==> src/rtl/s13207_seq_pkg.sv <==
// Shared types and constants for the s13207 read-select sequencer.
// Latency: none (types, constants and pure functions only).
// Backpressure: not applicable.
package s13207_seq_pkg;

  typedef enum logic [1:0] {
    ST_IDLE   = 2'd0,
    ST_SETTLE = 2'd1,
    ST_DONE   = 2'd2
  } seq_state_e;

  // Enable pattern {g41,g42,g44,g45,g55} that routes the select code into the datapath.
  localparam logic [4:0] SEL_EN_ACTIVE = 5'b00100;
  localparam logic [4:0] SEL_EN_OFF    = 5'b00000;

  // Upper nibble of a select code drives {g80,g83,g52,g86}.
  function automatic logic [3:0] code_bank(input logic [7:0] code);
    return code[7:4];
  endfunction

  // Lower nibble of a select code drives {g68,g71,g74,g77}.
  function automatic logic [3:0] code_op(input logic [7:0] code);
    return code[3:0];
  endfunction

endpackage

==> src/rtl/s13207_rr_arb2.sv <==
// Two-way round-robin arbiter; prio_q names the requester that wins a tie.
// Latency: combinational grant decision; priority updates one edge after upd_i.
// Backpressure: none; the caller strobes upd_i only when a grant is retired.
module s13207_rr_arb2 (
  input  logic       clk_i,
  input  logic       rst_i,
  input  logic [1:0] req_i,
  input  logic       upd_i,
  input  logic       upd_idx_i,
  output logic       vld_o,
  output logic       idx_o
);

  logic prio_q, prio_d;

  // After serving a requester, the other one wins the next tie.
  always_comb begin
    prio_d = prio_q;
    if (upd_i) prio_d = ~upd_idx_i;
  end

  // Tie-break pointer; requester 0 is favoured out of reset.
  always_ff @(posedge clk_i) begin
    if (rst_i) prio_q <= 1'b0;
    else       prio_q <= prio_d;
  end

  // A lone requester always wins; a tie goes to prio_q.
  always_comb begin
    vld_o = |req_i;
    idx_o = (req_i == 2'b11) ? prio_q : ~req_i[0];
  end

endmodule

==> src/rtl/s13207_rd_sequencer.sv <==
// Arbitrates two burst requesters, steps select codes into the s13207 datapath, packs g9299 samples.
// Latency: rd_valid rises len*(SETTLE+1) cycles after the grant edge.
// Backpressure: result held in DONE until rd_ready; no new grant until then. Option: SEQ_PARITY_EN adds rd_par.
module s13207_rd_sequencer
  import s13207_seq_pkg::*;
#(
  parameter int WORD_W = 8,
  parameter int SETTLE = 2
) (
  input  logic              CK,
  input  logic              RST,
  input  logic              req0,
  input  logic [7:0]        base0,
  input  logic [4:0]        len0,
  input  logic              req1,
  input  logic [7:0]        base1,
  input  logic [4:0]        len1,
  output logic [1:0]        gnt,
  output logic [3:0]        sel_op,
  output logic [3:0]        sel_bank,
  output logic [4:0]        sel_en,
  input  logic              mux_q,
  output logic              rd_valid,
  output logic [WORD_W-1:0] rd_data,
  output logic              rd_id,
  input  logic              rd_ready,
  output logic              busy
`ifdef SEQ_PARITY_EN
  ,
  output logic              rd_par
`endif
);

  localparam logic [4:0] WLEN = 5'(WORD_W);
  localparam logic [3:0] HOLD = 4'(SETTLE);

  seq_state_e        state_q, state_d;
  logic [1:0]        gnt_q, gnt_d;
  logic [7:0]        code_q, code_d;
  logic [4:0]        idx_q, idx_d;
  logic [3:0]        cnt_q, cnt_d;
  logic [4:0]        len_q, len_d;
  logic [4:0]        sel_en_q, sel_en_d;
  logic              rd_valid_q, rd_valid_d;
  logic [WORD_W-1:0] rd_data_q, rd_data_d;
  logic              rd_id_q, rd_id_d;

  logic              arb_vld, arb_idx, arb_upd;
  logic [4:0]        len_sel, len_eff;
  logic [7:0]        base_sel;

  s13207_rr_arb2 u_arb (
    .clk_i     (CK),
    .rst_i     (RST),
    .req_i     ({req1, req0}),
    .upd_i     (arb_upd),
    .upd_idx_i (gnt_q[1]),
    .vld_o     (arb_vld),
    .idx_o     (arb_idx)
  );

  // Winner's burst parameters; zero or oversize lengths collapse to a full word.
  always_comb begin
    len_sel  = arb_idx ? len1 : len0;
    base_sel = arb_idx ? base1 : base0;
    len_eff  = ((len_sel == 5'd0) || (len_sel > WLEN)) ? WLEN : len_sel;
  end

  // Next-state and datapath control: grant in IDLE, hold/sample in SETTLE, present in DONE.
  always_comb begin
    state_d    = state_q;
    gnt_d      = gnt_q;
    code_d     = code_q;
    idx_d      = idx_q;
    cnt_d      = cnt_q;
    len_d      = len_q;
    sel_en_d   = sel_en_q;
    rd_valid_d = rd_valid_q;
    rd_data_d  = rd_data_q;
    rd_id_d    = rd_id_q;
    arb_upd    = 1'b0;
    unique case (state_q)
      ST_IDLE: begin
        if (arb_vld) begin
          gnt_d     = arb_idx ? 2'b10 : 2'b01;
          code_d    = base_sel;
          idx_d     = 5'd0;
          cnt_d     = HOLD;
          len_d     = len_eff;
          rd_data_d = '0;
          sel_en_d  = SEL_EN_ACTIVE;
          state_d   = ST_SETTLE;
        end
      end
      ST_SETTLE: begin
        if (cnt_q == 4'd0) begin
          // Result bits are cleared at grant, so OR-ing in one bit per code is enough.
          rd_data_d = rd_data_q | (WORD_W'(mux_q) << idx_q);
          if (idx_q == len_q - 5'd1) begin
            sel_en_d   = SEL_EN_OFF;
            rd_valid_d = 1'b1;
            rd_id_d    = gnt_q[1];
            state_d    = ST_DONE;
          end else begin
            code_d = code_q + 8'd1;
            idx_d  = idx_q + 5'd1;
            cnt_d  = HOLD;
          end
        end else begin
          cnt_d = cnt_q - 4'd1;
        end
      end
      ST_DONE: begin
        if (rd_valid_q && rd_ready) begin
          rd_valid_d = 1'b0;
          gnt_d      = 2'b00;
          arb_upd    = 1'b1;
          state_d    = ST_IDLE;
        end
      end
      default: state_d = ST_IDLE;
    endcase
  end

  // State and datapath registers; reset abandons any burst in flight.
  always_ff @(posedge CK) begin
    if (RST) begin
      state_q    <= ST_IDLE;
      gnt_q      <= 2'b00;
      code_q     <= 8'd0;
      idx_q      <= 5'd0;
      cnt_q      <= 4'd0;
      len_q      <= 5'd0;
      sel_en_q   <= SEL_EN_OFF;
      rd_valid_q <= 1'b0;
      rd_data_q  <= '0;
      rd_id_q    <= 1'b0;
    end else begin
      state_q    <= state_d;
      gnt_q      <= gnt_d;
      code_q     <= code_d;
      idx_q      <= idx_d;
      cnt_q      <= cnt_d;
      len_q      <= len_d;
      sel_en_q   <= sel_en_d;
      rd_valid_q <= rd_valid_d;
      rd_data_q  <= rd_data_d;
      rd_id_q    <= rd_id_d;
    end
  end

`ifdef SEQ_PARITY_EN
  logic rd_par_q;

  // Parity tracks rd_data in the same register stage.
  always_ff @(posedge CK) begin
    if (RST) rd_par_q <= 1'b0;
    else     rd_par_q <= ^rd_data_d;
  end

  assign rd_par = rd_par_q;
`endif

  assign gnt      = gnt_q;
  assign sel_op   = code_op(code_q);
  assign sel_bank = code_bank(code_q);
  assign sel_en   = sel_en_q;
  assign rd_valid = rd_valid_q;
  assign rd_data  = rd_data_q;
  assign rd_id    = rd_id_q;
  assign busy     = (state_q != ST_IDLE);

endmodule

==> config.mk <==
export PLATFORM = sky130hd
export DESIGN_NAME = s13207_rd_sequencer
export DESIGN_NICKNAME = d
export VERILOG_FILES = /design/src/rtl/s13207_seq_pkg.sv /design/src/rtl/s13207_rr_arb2.sv /design/src/rtl/s13207_rd_sequencer.sv
export SDC_FILE = /design/constraint.sdc
export NUM_CORES = 1
export LEC_CHECK = 0
export BUFFER_PORTS_ARGS = -buffer_cell sky130_fd_sc_hd__buf_2
export CORE_UTILIZATION = 40
export DETAILED_ROUTE_END_ITERATION = 6
export PLACE_DENSITY_LB_ADDON = 0.15
export SLEW_MARGIN = 10
export SYNTH_ARGS = -nofsm -noshare
export SYNTH_HDL_FRONTEND = slang
export SYNTH_SLANG_ARGS = --single-unit
export TNS_END_PERCENT = 5
==> constraint.sdc <==
create_clock -name CK -period 2.4 [get_ports CK]
set_input_delay 0.24 -clock CK [delete_from_list [all_inputs] [get_ports CK]]
set_output_delay 0.24 -clock CK [all_outputs]
set_load 0.005 [all_outputs]
==> qor.yml <==
cells_and_area:
  n_fill_cell: 537
  n_antenna_cell: 0
  finalNonFillerCells: 388
  fin_nets: 354
  drive_gt1_share_pct: 27.0
  area_growth_pct: 23.1
routing:
  drt-wirelength-per-cell_um: 13.7
  antenna_left: 0
  drt-pass1-iter-count: 4
  drc: 0
  drtIter0Drc: 124
  drt-total-wl_um: 5310
  drt-vias-per-instance: 5.30
  via_count: 2057
worst_setup_path:
  path_buf_inv: 2
  rr_endpoint: "idx_q[2]$_SDFFE_PP0P_"
  cp_top_family: "simple AND/OR/NAND/NOR gates"
  cp-start-kind: "register"
  crit_slowest_cell: "or4_1"
  worstPathRequired_ns: 2.64
  critPathArrivalTime_ns: 2.35
  worstPathMaxFanout: 12
  crit_path_cell_trace: "inv_1 -> ha_1 -> and3_1 -> o2bb2ai_1 -> a2111oi_4 -> buf_4 -> or4_1 -> nand2_1"
  path_class: "register to register"
  end_kind: "register"
  reg2reg_depth: 8
  worstSetupStartpoint: "len_q[0]$_SDFFE_PP0P_"
  r2r_start: "len_q[0]$_SDFFE_PP0P_"
  r2r_slack_ns: 0.29
  slowest_delay_ns: 0.46
timing:
  fin_tns_setup_ns: 0
  finalSetupViolCount: 0
  maxSlewHeadroom_pct: 55.3
  finClkSkew_ns: 0.00825
  rsz0062_at_grt: "false"
  fin_crit_sh_pct: 87.8
  max_slew.worst_pin.slew_ns: 0.668
  period_minus_slack_ns: 2.11
  timing.final.max_slew_violations: 0
  timing.fmax_ghz: 0.474
  hold_viol_final: 0
clock_network:
  cts_made_buffers: 5
  cts_resized: 0
  post_cts_buffers: 0
  clkLatencyLatePin_ns: 0.29
  tritoncts: "built"
  root_buffer: "clkbuf_8"
  clkSlewWorstSetupHoldPaths_ns: 0.08
  h-tree-depth: 2
  cts_sinks: 38
  postCtsHoldBufs: 0
  clk_path_buf_depth: 2
pwr:
  p_total_mw: 1.75
  leakage_nw: 1.14
  p_comb_share_pct: 19.8
  seqPwrFrac_pct: 41.2
  intPower_mw: 1.27
  clkPwrFrac_pct: 38.9
  p_sw_share_pct: 27.6
  vdd_ir_drop_max_mv: 0.389
  powerDensity_nw_per_um2: 659
  p_sw_mw: 0.483
placed_design:
  io_buffers: 53
  routabilityCongestion: 0.788
  hpwlAfterDp_um: 3980
  place_inst: 380
global_routing:
  grt_pass1_wl_um: 8710
  grt_max_degree: 25
  track_usage_pct: 20.3
  grt_overflow: 0
  grt_pass1_vias: 1866
  antenna_found_initial: 0
floorplanning:
  core-area_um2: 5140
  die_area_um2: 5690
  initial_core_util_pct: 41.9
  rows: 26
  io_pins: 58
  die_y_um: 75.4
  die_width_um: 75.4
logic_synthesis:
  synthesis.area_um2: 2160
  syn_inst: 260
  ys_seq_area_share_pct: 35.3
  ys_seq_elements: 38
  ys_types: 54
  synth_edf_count: 0
  ys.flop_type: "dfxtp_1"
  synthArstFlopShare_pct: 0
  synth.avg_cell_area_um2: 8.29
  yosys_warnings: 0
job:
  maxCapViolCount: 0
worst_hold_path:
  hold_depth: 4
  min_path_type: "input port to register"
  min_to: "state_q[1]$_SDFFE_PP0P_"
  min_from: "rd_ready"
outcome:
  outcome: "complete, no violations"
## cells in the mapped netlist (6+ instances only)
cell type	count	share of area, %
and3_1	6	1.7
nand3_1	13	3.0
nor3_1	7	1.6
nor2_1	27	4.7
a21oi_1	24	5.6
o21ai_0	15	3.5
clkbuf_1	7	1.2
a31oi_1	8	2.3
nand2_1	19	3.3
mux2i_1	10	4.6
buf_4	6	2.1
dfxtp_1	38	35
## state kept, by name, indices dropped and copies added (netlist names)
name,flops
len_q,5
code_q,8
cnt_q,4
state_q,2
gnt,2
rd_valid,1
idx_q,5
rd_data,8
rd_id,1
sel_en,1
u_arb.prio_q,1
## area by class of cell
cell class	count	area, µm²	share of cell area, %
flip-flops and latches	38	761	28.7
well taps	70	87.6	3.30
multi-input cells	201	1280	48.4
clock buffers	6	82.6	3.11
clock inverters	2	60.1	2.26
repair buffers	65	355	13.4
inverters	6	22.5	0.849
## logic make-up (layout without fill, tap and decap cells)
| kind of cell | Yosys count | in the layout | synth area share [%] |
|---|---|---|---|
| simple gates | 94 | 94 | 21.7 |
| xor+xnor | 9 | 9 | 4.00 |
| buf+inv | 24 | 79 | 5.80 |
| other cells | 1 | 4 | 0.174 |
| compound gates | 76 | 76 | 23.9 |
| flops | 38 | 38 | 35.3 |
| fa+ha+maj | 5 | 5 | 2.90 |
| mux | 13 | 13 | 6.21 |
## power by group through the flow
stage / Combinational, mW / Clock (mW) / Sequential, mW
floorplan: 0.230 / 0 / 0.724
detailed placement: 0.346 / 0 / 0.736
global route: 0.388 / 0.715 / 0.729
CTS: 0.347 / 0.691 / 0.721
global placement: 0.341 / 0 / 0.736
finish: 0.347 / 0.681 / 0.721
## stage by stage
stage | area, µm² | worst slack (ns) | hold WS, ns | util, %
finish | 2650 | 0.292 | 0.225 | 51.6
global route | 2650 | 0.0959 | 0.252 | 51.6
CTS | 2650 | 0.283 | 0.220 | 51.6
detailed placement | 2510 | 0.296 | 0.455 | 48.9
global placement | 2510 | 0.365 | 0.452 | 48.9
floorplan | 2170 | 0.500 | 0.410 | -
## worst reg2reg max path, delay by kind of cell, from the launching register on
family                     cells  cell delay, ns
AOI/OAI and AO/OA              2            0.44
adders and majority gates      1            0.24
buffers and inverters          2            0.28
DFF                            1            0.38
and+or+nand+nor                3            0.74
## layout by cell type, fill, tap and decap left out, types with 3 or more instances in the layout
cell type and n:
a211oi_1 3, a21oi_1 24, a31oi_1 8, and3_1 6, buf_2 53, buf_4 12, clkbuf_8 6, conb_1 4
dfxtp_1 38, ha_1 5, inv_1 5, mux2_2 3, mux2i_1 10, nand2_1 19, nand3_1 13, nand4_1 4
nor2_1 27, nor2b_1 4, nor3_1 7, o211ai_1 3, o21ai_0 15, or3_1 3, or4_1 3, xnor2_1 3
xor2_1 5
## per-layer routing
| layer | track usage (%) | vias up | routed length, µm |
|---|---|---|---|
| met5 | 0 | - | 0 |
| li1 | - | 1064 | - |
| met1 | 27.4 | 950 | 2520 |
| met3 | 3.57 | 5 | 192 |
| met4 | 5.56 | 0 | 44 |
| met2 | 33.4 | 38 | 2560 |
## worst max-delay path by stage
stage                                        to  depth (start not counted)
after global placement    idx_q[2]$_SDFFE_PP0P_                          8
after detailed placement  idx_q[2]$_SDFFE_PP0P_                          8
final                     idx_q[2]$_SDFFE_PP0P_                          8
after global routing      idx_q[2]$_SDFFE_PP0P_                          8
after floorplan           idx_q[3]$_SDFFE_PP0P_                          8
after CTS                 idx_q[2]$_SDFFE_PP0P_                          8
Power figures use the tool's default switching activity.
